<file path="config.mk">
export PLATFORM = sky130hd
export DESIGN_NAME = fibo_stream_gen
export DESIGN_NICKNAME = d
export VERILOG_FILES = /design/src/rtl/fibo_pkg.sv /design/src/rtl/fibo_step.sv /design/src/rtl/fibo_stream_gen.sv
export SDC_FILE = /design/constraint.sdc
export NUM_CORES = 1
export LEC_CHECK = 0
export BUFFER_PORTS_ARGS = -buffer_cell sky130_fd_sc_hd__buf_2
export CORE_UTILIZATION = 30
export CTS_BUF_LIST = sky130_fd_sc_hd__clkbuf_4
export CTS_CLUSTER_DIAMETER = 30
export CTS_CLUSTER_SIZE = 8
export DETAILED_ROUTE_END_ITERATION = 8
export PLACE_DENSITY_LB_ADDON = 0.3
export SLEW_MARGIN = 0
export SYNTH_ARGS = -nofsm -noshare
export SYNTH_HDL_FRONTEND = slang
export SYNTH_SLANG_ARGS = --single-unit
</file>
<file path="constraint.sdc">
create_clock -name clk -period 3.58 [get_ports clk]
set_input_delay 0.179 -clock clk [delete_from_list [all_inputs] [get_ports clk]]
set_output_delay 0.179 -clock clk [all_outputs]
set_load 0.005 [all_outputs]
</file>
<file path="src/rtl/fibo_pkg.sv">
// Shared definitions for the Fibonacci stream generator: FSM state type and
// default parameter values.
package fibo_pkg;

  typedef enum logic [1:0] {
    StIdle = 2'd0,
    StRun  = 2'd1,
    StDone = 2'd2
  } fibo_state_e;

  localparam int unsigned FiboW     = 8;
  localparam int unsigned FiboIW    = 8;
  localparam int unsigned FiboSeed0 = 0;
  localparam int unsigned FiboSeed1 = 1;
  localparam bit          FiboWrap  = 1'b0;

endpackage

</file>
<file path="src/rtl/fibo_step.sv">
// Combinational W+1-bit adder producing the next Fibonacci term and its carry.
module fibo_step #(
  parameter int unsigned W = 8
) (
  input  logic [W-1:0] a,
  input  logic [W-1:0] b,
  output logic [W-1:0] sum,
  output logic         carry
);

  logic [W:0] full_sum;

  assign full_sum = {1'b0, a} + {1'b0, b};
  assign sum      = full_sum[W-1:0];
  assign carry    = full_sum[W];

endmodule

</file>
<file path="src/rtl/fibo_stream_gen.sv">
// Fibonacci term stream with valid/ready output, sticky overflow and optional
// modulo-2^W wrap. a/b hold the next two terms, each tagged with a validity bit.
module fibo_stream_gen
  import fibo_pkg::*;
#(
  parameter int unsigned W     = FiboW,
  parameter int unsigned IW    = FiboIW,
  parameter logic [W-1:0] SEED0 = W'(FiboSeed0),
  parameter logic [W-1:0] SEED1 = W'(FiboSeed1),
  parameter bit          WRAP  = FiboWrap
) (
  input  logic          clk,
  input  logic          rst,
  input  logic          start,
  input  logic          en,
  input  logic          out_ready,
  output logic          out_valid,
  output logic [W-1:0]  out_data,
  output logic [IW-1:0] out_index,
  output logic          overflow,
  output logic          done
);

  fibo_state_e   state_q, state_d;
  logic [W-1:0]  a_q, a_d, b_q, b_d;
  logic          av_q, av_d, bv_q, bv_d;
  logic [IW-1:0] idx_q, idx_d;
  logic          valid_q, valid_d;
  logic [W-1:0]  data_q, data_d;
  logic [IW-1:0] index_q, index_d;
  logic          ovf_q, ovf_d;

  logic [W-1:0]  sum;
  logic          carry;
  logic          slot_free;

  fibo_step #(
    .W(W)
  ) u_step (
    .a    (a_q),
    .b    (b_q),
    .sum  (sum),
    .carry(carry)
  );

  assign slot_free = !valid_q || out_ready;

  always_comb begin
    state_d = state_q;
    a_d     = a_q;
    b_d     = b_q;
    av_d    = av_q;
    bv_d    = bv_q;
    idx_d   = idx_q;
    valid_d = valid_q;
    data_d  = data_q;
    index_d = index_q;
    ovf_d   = ovf_q;

    if (start) begin
      state_d = StRun;
      a_d     = SEED0;
      b_d     = SEED1;
      av_d    = 1'b1;
      bv_d    = 1'b1;
      idx_d   = '0;
      valid_d = 1'b0;
      ovf_d   = 1'b0;
    end else if (state_q == StRun && slot_free) begin
      if (en && av_q) begin
        data_d  = a_q;
        index_d = idx_q;
        valid_d = 1'b1;
        a_d     = b_q;
        av_d    = bv_q;
        b_d     = sum;
        // In wrap mode the truncated sum is always a usable term.
        bv_d    = WRAP ? 1'b1 : (av_q & bv_q & ~carry);
        idx_d   = idx_q + IW'(1);
        if (carry) begin
          ovf_d = 1'b1;
        end
      end else if (!av_q && !WRAP) begin
        state_d = StDone;
        valid_d = 1'b0;
      end else begin
        valid_d = 1'b0;
      end
    end
  end

  always_ff @(posedge clk) begin
    if (rst) begin
      state_q <= StIdle;
      a_q     <= SEED0;
      b_q     <= SEED1;
      av_q    <= 1'b1;
      bv_q    <= 1'b1;
      idx_q   <= '0;
      valid_q <= 1'b0;
      data_q  <= '0;
      index_q <= '0;
      ovf_q   <= 1'b0;
    end else begin
      state_q <= state_d;
      a_q     <= a_d;
      b_q     <= b_d;
      av_q    <= av_d;
      bv_q    <= bv_d;
      idx_q   <= idx_d;
      valid_q <= valid_d;
      data_q  <= data_d;
      index_q <= index_d;
      ovf_q   <= ovf_d;
    end
  end

  assign out_valid = valid_q;
  assign out_data  = data_q;
  assign out_index = index_q;
  assign overflow  = ovf_q;
  assign done      = (state_q == StDone);

endmodule

</file>
Word level (Yosys, flattened, before mapping)
Index checks and enable logic that the tools add are counted.
{ "op_classes": {"n_div": 0, "bitwise": 6, "n_mux": 5, "add_sub_neg": 2, "n_shift": 0, "n_eq_ne": 4, "reduce_logical": 11, "multipliers": 0, "order_cmp": 0} }
{ "op_table": {"columns": ["operator", "n"], "rows": [
  ["$reduce_and A3 Y1", 4],
  ["$add A8 B8 Y9", 1],
  ["$add A8 B1 Y8 const B", 1],
  ["$mux W1", 5],
  ["$ne A2 B2 Y1 const B", 2],
  ["$not A1 Y1", 4],
  ["$and A1 B1 Y1", 2],
  ["$eq A2 B1 Y1 const B", 1],
  ["$eq A2 B2 Y1 const B", 1],
  ["$logic_and A1 B1 Y1", 2],
  ["$reduce_and A2 Y1", 1],
  ["$reduce_bool A2 Y1", 1],
  ["$reduce_or A2 Y1", 1],
  ["$logic_not A1 Y1", 1],
  ["$logic_or A1 B1 Y1", 1]
]} }
{ "totals": {"ram_bits": 0, "romBits": 0, "n_memories": 0, "register_bits": 46, "output_inout_bits": 19, "latchBits": 0, "elab_cells": 39} }

Depth between registers and ports, before layout
Gate-level depths: netlist of the first run.
{ "depth": {"word_depth": 5, "ltp_mapped": 7, "ltp_nobuf": 7} }

By module
Synthesis of the first run repeated with hierarchy kept, for this count alone.
{ "hier_totals": {"cells_unflattened": 253, "hier_area_um2": 2057.0} }
{ "modules_own_cells": {"columns": ["mod", "area_per_inst_um2", "instances", "cells_per_inst", "seq_area_each_um2"], "rows": [
  ["fibo_stream_gen", 1732.9, 1, 211, 920.9],
  ["fibo_step", 324.1, 1, 42, 0.0]
]} }

Least setup slack after synthesis of the first run
No wires, ideal clock.
{ "synth_timing": {"kind": "reg2reg", "start": "register a_q[0]", "end": "register b_q[6]", "n_path_buf": 0, "path_slack_ns": 1.955, "path_stages_with_launch": 8, "required_ns": 3.440, "synth_period_minus_slack_ns": 1.625, "t_arrival_ns": 1.484, "path_cell_list": "dfxtp_1 ha_1 inv_1 fa_1 nand2b_1 a21oi_1 o31a_1 o211ai_1"} }
{ "synth_between": {"elab_chain_cells": 1} }
{ "synth_lines": {"columns": ["item", "line", "source"], "rows": [
  ["start: declaration", "fibo_stream_gen.sv:25", "logic [W-1:0] a_q, a_d, b_q, b_d;"],
  ["start signal: assignment", "fibo_stream_gen.sv:95", "a_q <= SEED0;"],
  ["start signal: assignment", "fibo_stream_gen.sv:106", "a_q <= a_d;"],
  ["$add A8 B8 Y9", "fibo_step.sv:13", "assign full_sum = {1'b0, a} + {1'b0, b};"],
  ["end signal: assignment", "fibo_stream_gen.sv:96", "b_q <= SEED1;"],
  ["end signal: assignment", "fibo_stream_gen.sv:107", "b_q <= b_d;"],
  ["end: declaration", "fibo_stream_gen.sv:25", null]
]} }
No other way between the ends.
A chain may end at the register's enable or synchronous reset.

Worst setup path in the final report of the first run
{ "layout_timing": {"start": "register valid_q, in the netlist out_valid", "end": "register b_q[5]"} }
{ "layout_between": {"elab_chain_cells": 4} }
{ "layout_lines": {"columns": ["item", "line", "source"], "rows": [
  ["start: declaration", "fibo_stream_gen.sv:28", "logic valid_q, valid_d;"],
  ["start signal: assignment", "fibo_stream_gen.sv:111", "valid_q <= valid_d;"],
  ["$logic_not A1 Y1", "fibo_stream_gen.sv:46", "assign slot_free = !valid_q || out_ready;"],
  ["$logic_or A1 B1 Y1", "fibo_stream_gen.sv:46", null],
  ["$logic_and A1 B1 Y1", "fibo_stream_gen.sv:69", "end else if (state_q == StRun && slot_free) begin"],
  ["$reduce_and A2 Y1 (no line)", null, null]
]} }
No other way between the ends.

==> results of run 1 <==
[cell type report]
cell class              instances  area (um^2)  area share, %
inverters                       4         15.0          0.650
well taps                      77         96.3           4.17
multi-input cells             188         1080           47.0
flip-flops and latches         46          921           39.9
clock inverters                 2         8.76          0.379
repair buffers                 26          138           5.96
clock buffers                   6         45.0           1.95
[registers in the layout, indices dropped and copies added, names as in the netlist]
name	count
a_q	8
b_q	8
idx_q	8
out_data	8
out_index	8
state_q	2
av_q	1
bv_q	1
out_valid	1
overflow	1
[critical path, delay by kind of cell, from the launching register on]
family | cells | cell delay (ns)
and+or+nand+nor | 2 | 1.22
DFF | 1 | 0.37
AOI/OAI and AO/OA | 2 | 0.50
[cells in the final DEF, fill, tap and decap left out, drive strengths merged, types with 3 or more instances in the layout]
cell type  instances
o211ai             3
nor2b              4
nor2              15
nand2             46
nor4               3
inv                4
buf               26
clkbuf             6
ha                 9
or2                4
nand2b             3
o31a               3
xnor2              6
dfxtp             46
a21oi             39
a211oi             3
nand3              8
o21ai             22
[power by group through the flow]
stage / registers [mW] / clock network, mW / logic (mW)
after global routing: 0.518 / 0.282 / 0.0462
after CTS: 0.518 / 0.256 / 0.0417
final: 0.518 / 0.248 / 0.0411
after floorplan: 0.528 / 0 / 0.0298
after detailed placement: 0.529 / 0 / 0.0416
after global placement: 0.529 / 0 / 0.0421
[path summary, 6_finish.rpt]
| path | from | endpoint | slack (ns) |
|---|---|---|---|
| setup / recovery | out_valid | b_q[5] | 1.38 |
| hold / removal | out_ready | out_valid | 0.12 |
| setup reg to reg | out_valid | b_q[5] | 1.38 |
| hold reg to reg | out_index[7] | out_index[7] | 0.48 |
[cell families (layout without fill, tap and decap cells)]
group                      Yosys count  count (layout)  synth area share (%)
xor gates and xnor gates             6               6                  2.53
and+or+nand+nor                     95              95                  22.3
buffers and inverters               19              38                  3.61
adders and majority gates           10              10                  6.37
DFF                                 46              46                  44.3
AOI/OAI and AO/OA                   77              77                  20.9
[per-layer routing]
layer | wire, um | vias up | part of all wire (%)
li1 | - | 917 | -
met1 | 2310 | 798 | 51
met4 | 55 | 0 | 1.2
met2 | 2020 | 24 | 45
met5 | 0 | - | 0
met3 | 128 | 6 | 2.8
==> results.sh, run 1 <==
export IMPL_status="complete, no violations"
export IMPL_final_cell_area_um2=2310
export IMPL_placed_area_um2=2250
export IMPL_first_pass_iters=6
export IMPL_dieWidth_um=85.3
export IMPL_post_dp_hpwl_um=3170
export IMPL_antenna_found_initial=0
export IMPL_num_io_pins=24
export IMPL_nNetsFinal=286
export IMPL_max_vdd_ir_drop_mv=0.108
export IMPL_antenna_left=0
export IMPL_area_delta_synth_final_pct=10.9
export IMPL_grt_first_pass_wirelength_um=7600
export IMPL_arrival_ns=2.46
export IMPL_drt_first_iter_violations=92
export IMPL_grt_util_met2_pct=21.8
export IMPL_globalplace_congestion=0.775
export IMPL_wl_per_cell_um=12.9
export IMPL_maxSlewViolCount=0
export IMPL_critical_path_max_stage_delay_ns=0.66
export IMPL_power_frac_comb_pct=5.1
export IMPL_synth_area_top_cells="dfxtp_1 (44%), a21oi_1 (9.4%), nand2_1 (8.3%)"
export IMPL_sw_frac_of_total_pct=24.9
export IMPL_fmax_mhz=455
export IMPL_grt_ovfl_total=0
export IMPL_rows=29
export IMPL_p_int_mw=0.606
export IMPL_timing_hold_ws_ns=0.123
export IMPL_cp_max_fo=22
export IMPL_skew_ns=0.0129
export IMPL_synth_edf_count=0
export IMPL_hold_viol=0
export IMPL_grt_busiest_layer="met2"
export IMPL_min_path_type="input port to flip-flop"
export IMPL_detailedPlace_worstSlack_ns=1.43
export IMPL_synthCells=253
export IMPL_finalCritPeriodShare_pct=61.3
export IMPL_ff2ff_path_depth=4
export IMPL_clk_latency_ns=0.37
export IMPL_gr_usage_met1_pct=17.1
export IMPL_fin_ws_ns=1.38
export IMPL_fillers=687
export IMPL_fin_tns_setup_ns=0
export IMPL_die_y_um=85.3
export IMPL_required_ns=3.85
export IMPL_synthFlopType="dfxtp_1"
export IMPL_synth_common_cells="dfxtp_1 (46), nand2_1 (46), a21oi_1 (39)"
export IMPL_min_period_ns=2.20
export IMPL_wirelength_um=4510
export IMPL_critPathCaptureType="flip-flop"
export IMPL_power_frac_seq_pct=64.1
export IMPL_total_power_mw=0.807
export IMPL_p_per_area_nw_per_um2=350
export IMPL_yosysSeqAreaShare_pct=44.3
export IMPL_tightest_slew_ns=0.953
export IMPL_cts_root_buf="clkbuf_4"
export IMPL_cp_slowest_cell="or2_1"
export IMPL_vias_per_cell=5.00
export IMPL_postCtsResizedCells=0
export IMPL_cts_buffers_inserted=5
export IMPL_cp_start_kind="flip-flop"
export IMPL_io_buffers=23
export IMPL_yosysWarnings=0
export IMPL_clockBufferDepth=2
export IMPL_criticalPathCategory="flip-flop to flip-flop"
export IMPL_drive_gt1_share_pct=14.0
export IMPL_stdcell_count=349
export IMPL_maxSlewHeadroom_pct=36.1
export IMPL_ys_seq_elements=46
export IMPL_vias=1745
export IMPL_yosys_area_top_type="dfxtp_1"
export IMPL_syn_nets=268
export IMPL_syn_cell_area_um2=2080
export IMPL_htreeDepth=2
export IMPL_start_util_pct=31.9
export IMPL_rsz0062_at_grt="no"
export IMPL_holdPathStages=4
export IMPL_synth_top_cell_area_share_pct=44.3
export IMPL_leakage_nw=0.822
export IMPL_utilization_pct=35.3
export IMPL_cts_setup_buffers=0
export IMPL_cp_cell_sequence="nor2b_1, or2_1, a2111oi_0, a311o_1"
export IMPL_grt_util_met3_pct=2.53
export IMPL_core_um2=6530
export IMPL_antenna_cells=0
export IMPL_p_clk_share_pct=30.8
export IMPL_cap_viol_max_count=0
export IMPL_grt_usage_pct=13.1
export IMPL_syn_area_per_cell_um2=8.22
export IMPL_cts_sinks=46
export IMPL_cts_tree="built"
export IMPL_dp_cells=341
export IMPL_grt_max_degree=27
export IMPL_async_reset_ff_share_pct=0
export IMPL_switchingPower_mw=0.201
export IMPL_drc=0
export IMPL_dieArea_um2=7270
export IMPL_path_clk_slew_ns=0.14
export IMPL_setup_viol=0
export IMPL_grt_pass1_vias=1625
export IMPL_ctsHoldBuffers=0
export IMPL_netlist_cell_type_count=38
Note: power is estimated with default switching activity, not from simulation.
==> inputs of run 2 (changes only) <==
==> constraint.sdc (replaced) <==
create_clock -name clk -period 1.9 [get_ports clk]
set_input_delay 0.095 -clock clk [delete_from_list [all_inputs] [get_ports clk]]
set_output_delay 0.095 -clock clk [all_outputs]
set_load 0.005 [all_outputs]
==> run 2 against run 1 <==
Final cell count up 2.3%. Hold slack worse by 0.093 ns. First-iteration DRC count up 11%. Sequential share of layout area down 1.1 points. Fmax up 22%. Global-route usage up 0.37 points. Critical path depth up 3. Largest cell class unchanged.
==> results.sh, run 2 (same netlist as run 1, synthesis figures left out) <==
export IMPL_status="complete, no violations"
export IMPL_grt_max_degree=21
export IMPL_cp_slowest_cell="dfxtp_1"
export IMPL_num_io_pins=24
export IMPL_path_clk_slew_ns=0.14
export IMPL_cts_tree="built"
export IMPL_timing_hold_ws_ns=0.0299
export IMPL_start_util_pct=31.9
export IMPL_min_period_ns=1.79
export IMPL_wl_per_cell_um=13.1
export IMPL_cp_cell_sequence="ha_1, inv_1, fa_1, nand2b_1, a21oi_1, o31a_1, o211ai_1"
export IMPL_cts_sinks=46
export IMPL_leakage_nw=0.860
export IMPL_grt_first_pass_wirelength_um=7890
export IMPL_dp_cells=348
export IMPL_fin_tns_setup_ns=0
export IMPL_dieArea_um2=7270
export IMPL_critical_path_max_stage_delay_ns=0.39
export IMPL_htreeDepth=2
export IMPL_clockBufferDepth=2
export IMPL_vias_per_cell=4.94
export IMPL_rows=29
export IMPL_fmax_mhz=557
export IMPL_ff2ff_path_depth=7
export IMPL_hold_viol=0
export IMPL_antenna_cells=0
export IMPL_maxSlewViolCount=0
export IMPL_min_path_type="input port to flip-flop"
export IMPL_holdPathStages=4
export IMPL_tightest_slew_ns=0.385
export IMPL_grt_pass1_vias=1636
export IMPL_clk_latency_ns=0.36
export IMPL_p_int_mw=1.14
export IMPL_area_delta_synth_final_pct=14.1
export IMPL_fillers=702
export IMPL_first_pass_iters=4
export IMPL_antenna_found_initial=0
export IMPL_p_clk_share_pct=30.1
export IMPL_drc=0
export IMPL_cap_viol_max_count=0
export IMPL_power_frac_seq_pct=63.8
export IMPL_grt_ovfl_total=0
export IMPL_critPathCaptureType="flip-flop"
export IMPL_p_per_area_nw_per_um2=643
export IMPL_nNetsFinal=294
export IMPL_max_vdd_ir_drop_mv=0.197
export IMPL_globalplace_congestion=0.800
export IMPL_skew_ns=0.0127
export IMPL_cp_start_kind="flip-flop"
export IMPL_setup_viol=0
export IMPL_drive_gt1_share_pct=16.1
export IMPL_cts_buffers_inserted=5
export IMPL_criticalPathCategory="flip-flop to flip-flop"
export IMPL_required_ns=2.14
export IMPL_arrival_ns=2.04
export IMPL_cts_setup_buffers=0
export IMPL_antenna_left=0
export IMPL_die_y_um=85.3
export IMPL_cts_root_buf="clkbuf_4"
export IMPL_grt_usage_pct=13.5
export IMPL_layout_common_cells="nand2_1 (46), dfxtp_1 (46), a21oi_1 (39)"
export IMPL_finalCritPeriodShare_pct=94.4
export IMPL_switchingPower_mw=0.389
export IMPL_wirelength_um=4690
export IMPL_cp_max_fo=3
export IMPL_stdcell_count=357
export IMPL_drt_first_iter_violations=102
export IMPL_io_buffers=23
export IMPL_dieWidth_um=85.3
export IMPL_post_dp_hpwl_um=3300
export IMPL_rsz0062_at_grt="no"
export IMPL_sw_frac_of_total_pct=25.5
export IMPL_maxSlewHeadroom_pct=74.1
export IMPL_core_um2=6530
export IMPL_power_frac_comb_pct=6.0
export IMPL_vias=1765
## run 2: changes by cell type in the layout (fill, tap and decap cells not counted), sizes merged
| cell | delta |
|---|---|
| clkinv | +1 |
| buf | +7 |
| dlygate4sd3 | +1 |
| clkbuf | -1 |
## run 2: power groups by stage
stage	Combinational [mW]	Sequential [mW]	Clock, mW
floorplan	0.0562	0.995	0
global placement	0.0906	0.996	0
detailed placement	0.0903	0.996	0
CTS	0.0921	0.975	0.483
global route	0.104	0.977	0.527
finish	0.0921	0.975	0.460
## run 2: final timing paths
kind | start | end | slack (ns)
worst min register to register | b_q[0] | a_q[0] | 0.48
worst max register to register | a_q[0] | b_q[6] | 0.11
worst min-delay path | out_ready | out_valid | 0.03
worst max-delay path | a_q[0] | b_q[6] | 0.11
## run 2: through the flow
stage / power, mW / util [%] / instance area [um^2] / setup slack, ns
2_1_floorplan: 1.05 / - / 2080 / 0.275
3_3_place_gp: 1.09 / 35.3 / 2310 / 0.172
3_5_place_dp: 1.09 / 35.3 / 2310 / 0.115
4_1_cts: 1.55 / 36.3 / 2370 / 0.102
5_1_grt: 1.61 / 36.3 / 2370 / 0.0192
6_report: 1.53 / 36.3 / 2370 / 0.106
## run 2: final cells by class
class / count / area, um^2 / area share (%)
clock buffers: 5 / 37.5 / 1.58
well taps: 77 / 96.3 / 4.06
inverters: 4 / 15.0 / 0.633
repair buffers: 34 / 200 / 8.43
clock inverters: 3 / 16.3 / 0.685
flip-flops and latches: 46 / 921 / 38.8
multi-input cells: 188 / 1090 / 45.8
## run 2: timing repair
| item | 4_1_cts | 5_1_grt |
|---|---|---|
| resized for setup | 0 | 1 |
| hold buffers | 1 | 0 |
| setup endpoints to repair | 0 | 1 |
| endpoints found under the hold margin | 5 | 0 |
## run 2: layer usage
layer / vias up / GRT usage (%) / share of wire, %
met4: 0 / 5.00 / 1.5
met2: 28 / 20.7 / 42
li1: 934 / - / -
met5: - / 0 / 0
met1: 798 / 19.2 / 53
met3: 5 / 2.04 / 2.8
## run 2: critical path, delay by kind of cell, from the launching register on
family / cells / cell delay [ns]
fa+ha+maj: 2 / 0.57
simple gates: 1 / 0.20
compound gates: 3 / 0.48
buf+inv: 1 / 0.05
flops: 1 / 0.39
